==> config.mk <==
export PLATFORM = sky130hd
export DESIGN_NAME = inst_dispatch_queue
export DESIGN_NICKNAME = d
export VERILOG_FILES = /design/src/rtl/dispatch_pkg.sv /design/src/rtl/dispatch_fifo.sv /design/src/rtl/inst_dispatch_queue.sv
export SDC_FILE = /design/constraint.sdc
export NUM_CORES = 1
export LEC_CHECK = 0
export CORE_ASPECT_RATIO = 1.4
export CORE_MARGIN = 2
export CORE_UTILIZATION = 55
export DETAILED_ROUTE_END_ITERATION = 8
export PLACE_DENSITY_LB_ADDON = 0.12
export REMOVE_ABC_BUFFERS = 1
export SLEW_MARGIN = 10
export SYNTH_ARGS = -nofsm -noshare
export SYNTH_HDL_FRONTEND = slang
export SYNTH_SLANG_ARGS = --single-unit
==> constraint.sdc <==
create_clock -name clk -period 7.6 [get_ports clk]
set_input_delay 1.52 -clock clk [delete_from_list [all_inputs] [get_ports clk]]
set_output_delay 1.52 -clock clk [all_outputs]
set_load 0.005 [all_outputs]
==> src/rtl/dispatch_pkg.sv <==
// Shared types and constants for the instruction dispatch queue.
package dispatch_pkg;

   localparam int DISPATCH_INST_W = 26;
   localparam logic [DISPATCH_INST_W-1:0] DISPATCH_NOP = 26'h0500000;

   typedef logic [DISPATCH_INST_W-1:0] inst_t;

   typedef enum logic {
      PIPE_SCALAR = 1'b0,
      PIPE_VECTOR = 1'b1
   } pipe_id_e;

endpackage

==> src/rtl/dispatch_fifo.sv <==
// Per-pipe instruction FIFO with wrap-bit pointers, no fall-through, no bypass.
module dispatch_fifo
   import dispatch_pkg::*;
#(
   parameter int INST_W = DISPATCH_INST_W,
   parameter int DEPTH  = 2
) (
   input  logic              clk,
   input  logic              rst_n,
   input  logic              flush,
   input  logic              push,
   input  logic [INST_W-1:0] push_data,
   input  logic              pop,
   output logic [INST_W-1:0] head,
   output logic              full,
   output logic              empty
);

   localparam int AW = $clog2(DEPTH);

   logic [AW:0]       wr_ptr, rd_ptr;
   logic [INST_W-1:0] mem [DEPTH];

   assign empty = (wr_ptr == rd_ptr);
   assign full  = (wr_ptr[AW] != rd_ptr[AW]) && (wr_ptr[AW-1:0] == rd_ptr[AW-1:0]);
   assign head  = mem[rd_ptr[AW-1:0]];

   // Pointer update; reset and flush both drop every entry.
   always_ff @(posedge clk) begin
      if (!rst_n || flush) begin
         wr_ptr <= '0;
         rd_ptr <= '0;
      end else begin
         if (push && !full)
            wr_ptr <= wr_ptr + (AW+1)'(1);
         if (pop && !empty)
            rd_ptr <= rd_ptr + (AW+1)'(1);
      end
   end

   // Storage write; contents need no reset since empty masks them.
   always_ff @(posedge clk) begin
      if (push && !full)
         mem[wr_ptr[AW-1:0]] <= push_data;
   end

endmodule

==> src/rtl/inst_dispatch_queue.sv <==
// Routes fetched instructions into per-pipe FIFOs; idle pipes show NOP.
// Optional perf counters enabled by defining DISPATCH_PERF_CNT_EN.
module inst_dispatch_queue
   import dispatch_pkg::*;
#(
   parameter int                INST_W    = DISPATCH_INST_W,
   parameter int                NUM_PIPES = 2,
   parameter int                DEPTH     = 2,
   parameter logic [INST_W-1:0] NOP_INST  = INST_W'(DISPATCH_NOP),
   parameter int                SEL_W     = (NUM_PIPES > 1) ? $clog2(NUM_PIPES) : 1
) (
   input  logic                        clk,
   input  logic                        rst_n,
   input  logic                        flush,
   input  logic                        in_valid,
   input  logic [INST_W-1:0]           in_inst,
   input  logic [SEL_W-1:0]            in_sel,
   output logic                        in_ready,
   output logic [NUM_PIPES-1:0]        out_valid,
   output logic [NUM_PIPES*INST_W-1:0] out_inst,
   input  logic [NUM_PIPES-1:0]        out_ready,
   output logic                        sel_err
`ifdef DISPATCH_PERF_CNT_EN
   ,
   output logic [NUM_PIPES*32-1:0]     perf_disp,
   output logic [31:0]                 perf_stall
`endif
);

   logic [NUM_PIPES-1:0]             full, empty, push, pop;
   logic [NUM_PIPES-1:0][INST_W-1:0] head;
   logic                             sel_ok, sel_full, accept;

   // Select decode: out-of-range selects never look full so they drain.
   always_comb begin
      sel_ok   = (int'(in_sel) < NUM_PIPES);
      sel_full = 1'b0;
      for (int p = 0; p < NUM_PIPES; p++)
         if (in_sel == SEL_W'(p))
            sel_full = full[p];
   end

   assign in_ready = rst_n && !flush && !sel_full;
   assign accept   = in_valid && in_ready;

   for (genvar p = 0; p < NUM_PIPES; p++) begin : g_pipe
      assign push[p] = accept && (in_sel == SEL_W'(p));
      assign pop[p]  = out_ready[p] && !empty[p] && !flush && rst_n;

      dispatch_fifo #(
         .INST_W (INST_W),
         .DEPTH  (DEPTH)
      ) u_fifo (
         .clk       (clk),
         .rst_n     (rst_n),
         .flush     (flush),
         .push      (push[p]),
         .push_data (in_inst),
         .pop       (pop[p]),
         .head      (head[p]),
         .full      (full[p]),
         .empty     (empty[p])
      );

      assign out_valid[p]                  = !empty[p];
      assign out_inst[p*INST_W +: INST_W]  = empty[p] ? NOP_INST : head[p];
   end

   // Sticky bad-select flag; only reset clears it, flush keeps it.
   always_ff @(posedge clk) begin
      if (!rst_n)
         sel_err <= 1'b0;
      else if (accept && !sel_ok)
         sel_err <= 1'b1;
   end

`ifdef DISPATCH_PERF_CNT_EN
   // Free-running pop and stall counters, wrap at 2^32, cleared by reset only.
   always_ff @(posedge clk) begin
      if (!rst_n) begin
         perf_disp  <= '0;
         perf_stall <= '0;
      end else begin
         for (int p = 0; p < NUM_PIPES; p++)
            if (pop[p])
               perf_disp[p*32 +: 32] <= perf_disp[p*32 +: 32] + 32'd1;
         if (in_valid && !in_ready)
            perf_stall <= perf_stall + 32'd1;
      end
   end
`endif

endmodule

==> metrics.cfg <==
[detailed_routing]
via_per_inst=5.28
num_vias=2653
drt-pass1-iter-count=4
wl_um=8380
ant_nets=0
drt_iter0_drc=124
post_drt_wl_per_cell_um=16.7
drc=0

[floorplan]
io_pins=89
die_y_um=111
die_area_mm2=0.00900
die_x_um=80.7
num_rows=39
start_util_pct=56.0
core_area_mm2=0.00810

[global_routing]
grt_max_degree=27
grt_pass1_vias=2663
antenna_found_initial=0
grt_use_total_pct=20.3
grt.overflow.total=0
grt_pass1_wl_um=13100

[placement]
place_ws_ns=3.13
place.gp.congestion=0.739
dp_hpwl_um=5110
numPortBuffers=87

[setup_path]
worstSetupPathType=in2out
reg2reg_from=g_pipe[1].u_fifo.wr_ptr[0]
arrival_ns=2.97
crit_required_ns=6.08
rrSetupSlack_ns=5.25
r2r-end=g_pipe[1].u_fifo.mem[1][22]
crit_fanout=6
startpoint=in_sel
cp-start-kind=primary input
crit_path_end_kind=output port
reg2regPathDepth=3

[clock_network]
cts_tree=done
cts_resized=0
cts_buffers=17
clock_latency_ns=0.40
clockBufferDepth=2
cts.sinks=114
cts_root_buf=clkbuf_16
h-tree-depth=4
cts.clk_slew.worst_paths_ns=0.05
postCtsHoldBufs=0
postCtsSetupBuffers=0

[synth]
synth_top_family_by_area=multiplexers
syn_area_per_cell_um2=15.3
ys_warn_count=0
ys_ff_latch=114
muxShareOfSynthArea_pct=12.9
synth_xor_area_share_pct=1.16
synth_edf_count=104
ys_async_sr_fraction_pct=0
synth_ff_type=edfxtp_1
synthAdderAreaFrac_pct=0
yosysSeqAreaShare_pct=73.3
synth_compound_area_share_pct=2.70
synthCells=296
synth_simple_gate_area_share_pct=6.87
ys_types=31
syn_area_mm2=0.00453

[layout]
final_common_cell=edfxtp_1
nNetsFinal=420
most-common-layout-cells=104 x edfxtp_1, 87 x clkdlybuf4s50_1, 56 x mux2i_1
antenna_cells=0
syn_to_final_growth_pct=32.3
drive_gt1_share_pct=9.50
nFillCells=555

[hold_path]
hp-start=g_pipe[0].u_fifo.wr_ptr[1]
hold_class=reg2reg
holdPathEnd=g_pipe[0].u_fifo.rd_ptr[1]
min_path_cells=2

[timing]
layout_setup_ws_ns=3.11
drv_slew=0
period_share_pct=59.1
setup_viol=0
tightestPinTransition_ns=1.10
skew_ns=0.00595
rsz0062_at_grt=false
tns_ns=0
fin_crit_ns=4.49
max-slew-margin-rel_pct=26.9
fmax_ghz=0.223
hold_viol=0

[power]
powerDensity_mw_per_mm2=244
vdd_drop_max_v=0.000230
p_leak_uw=0.00194

[job]
maxCapViolCount=0

[outcome]
status=complete, no violations

[worst max-delay path by stage]
stage	endpoint	slack [ns]	cells after the start
CTS	in_ready	3.11	4
floorplan	g_pipe[0].u_fifo.mem[0][0]	3.39	3
global placement	in_ready	3.14	4
global route	in_ready	2.99	4
finish	in_ready	3.11	4
detailed placement	in_ready	3.13	4
[layer usage]
metal | part of all wire [%] | global-route usage [%]
met1 | 38 | 22.3
met2 | 56 | 35.7
met3 | 5.3 | 7.78
met4 | 1.0 | 6.67
met5 | 0 | 0
[worst max-delay path: stages]
cell	delay, ns
clkdlybuf4s50_1	0.49
o21bai_1	0.27
a21oi_1	0.17
clkdlybuf4s50_1	0.52
[per-stage QoR]
step / hold slack [ns] / cells / power, µW / utilization [%] / cell area, µm²
2_1_floorplan: 0.485 / 279 / 732 / - / 4420
3_3_place_gp: 0.509 / 470 / 780 / 67.4 / 5460
3_5_place_dp: 0.517 / 470 / 782 / 67.4 / 5460
4_1_cts: 0.527 / 502 / 1470 / 74.1 / 6000
5_1_grt: 0.558 / 502 / 1500 / 74.1 / 6000
6_report: 0.522 / 502 / 1460 / 74.1 / 6000
[final cells by class]
cell class                 instances  area, µm²  share of cell area, %
sequential                       114       3330                   55.4
timing repair buffer              89        886                   14.8
clock buffer                      26        509                   8.49
multi-input combinational        159       1100                   18.3
inverter                           6       22.5                  0.375
tap                              102        128                   2.13
clock inverter                     6       28.8                  0.480
[flip-flops by register name, summed over array words and instances, names as in the netlist, named ones only]
register and flops:
g_pipe.u_fifo.wr_ptr 4, g_pipe.u_fifo.rd_ptr 4, g_pipe.u_fifo.mem 104
[kinds of logic after synthesis]
group / after synthesis
other: 1
XOR/XNOR: 6
buffers and inverters: 23
multiplexers: 58
AND/OR/NAND/NOR: 77
AO/OA/AOI/OAI: 17
flip-flops: 114
[power by group]
part / leakage, µW / switching (µW) / total [µW] / internal (µW)
combinational: 0.000644 / 31.9 / 71.8 / 39.9
sequential: 0.00102 / 5.14 / 698 / 693
clock: 0.000271 / 239 / 692 / 454
total: 0.00194 / 276 / 1460 / 1190
[synth_stat cells (3+ instances only)]
cell | instances | area, µm²
mux2i_1 | 56 | 561
dfxtp_1 | 10 | 200
nand2_1 | 12 | 45.0
edfxtp_1 | 104 | 3120
nor2_1 | 54 | 203
buf_2 | 11 | 55.1
inv_1 | 6 | 22.5
xnor2_1 | 4 | 35.0
a21oi_1 | 4 | 20.0
nor3_1 | 3 | 15.0
buf_6 | 4 | 45.0
(Power assumes the default switching activity.)
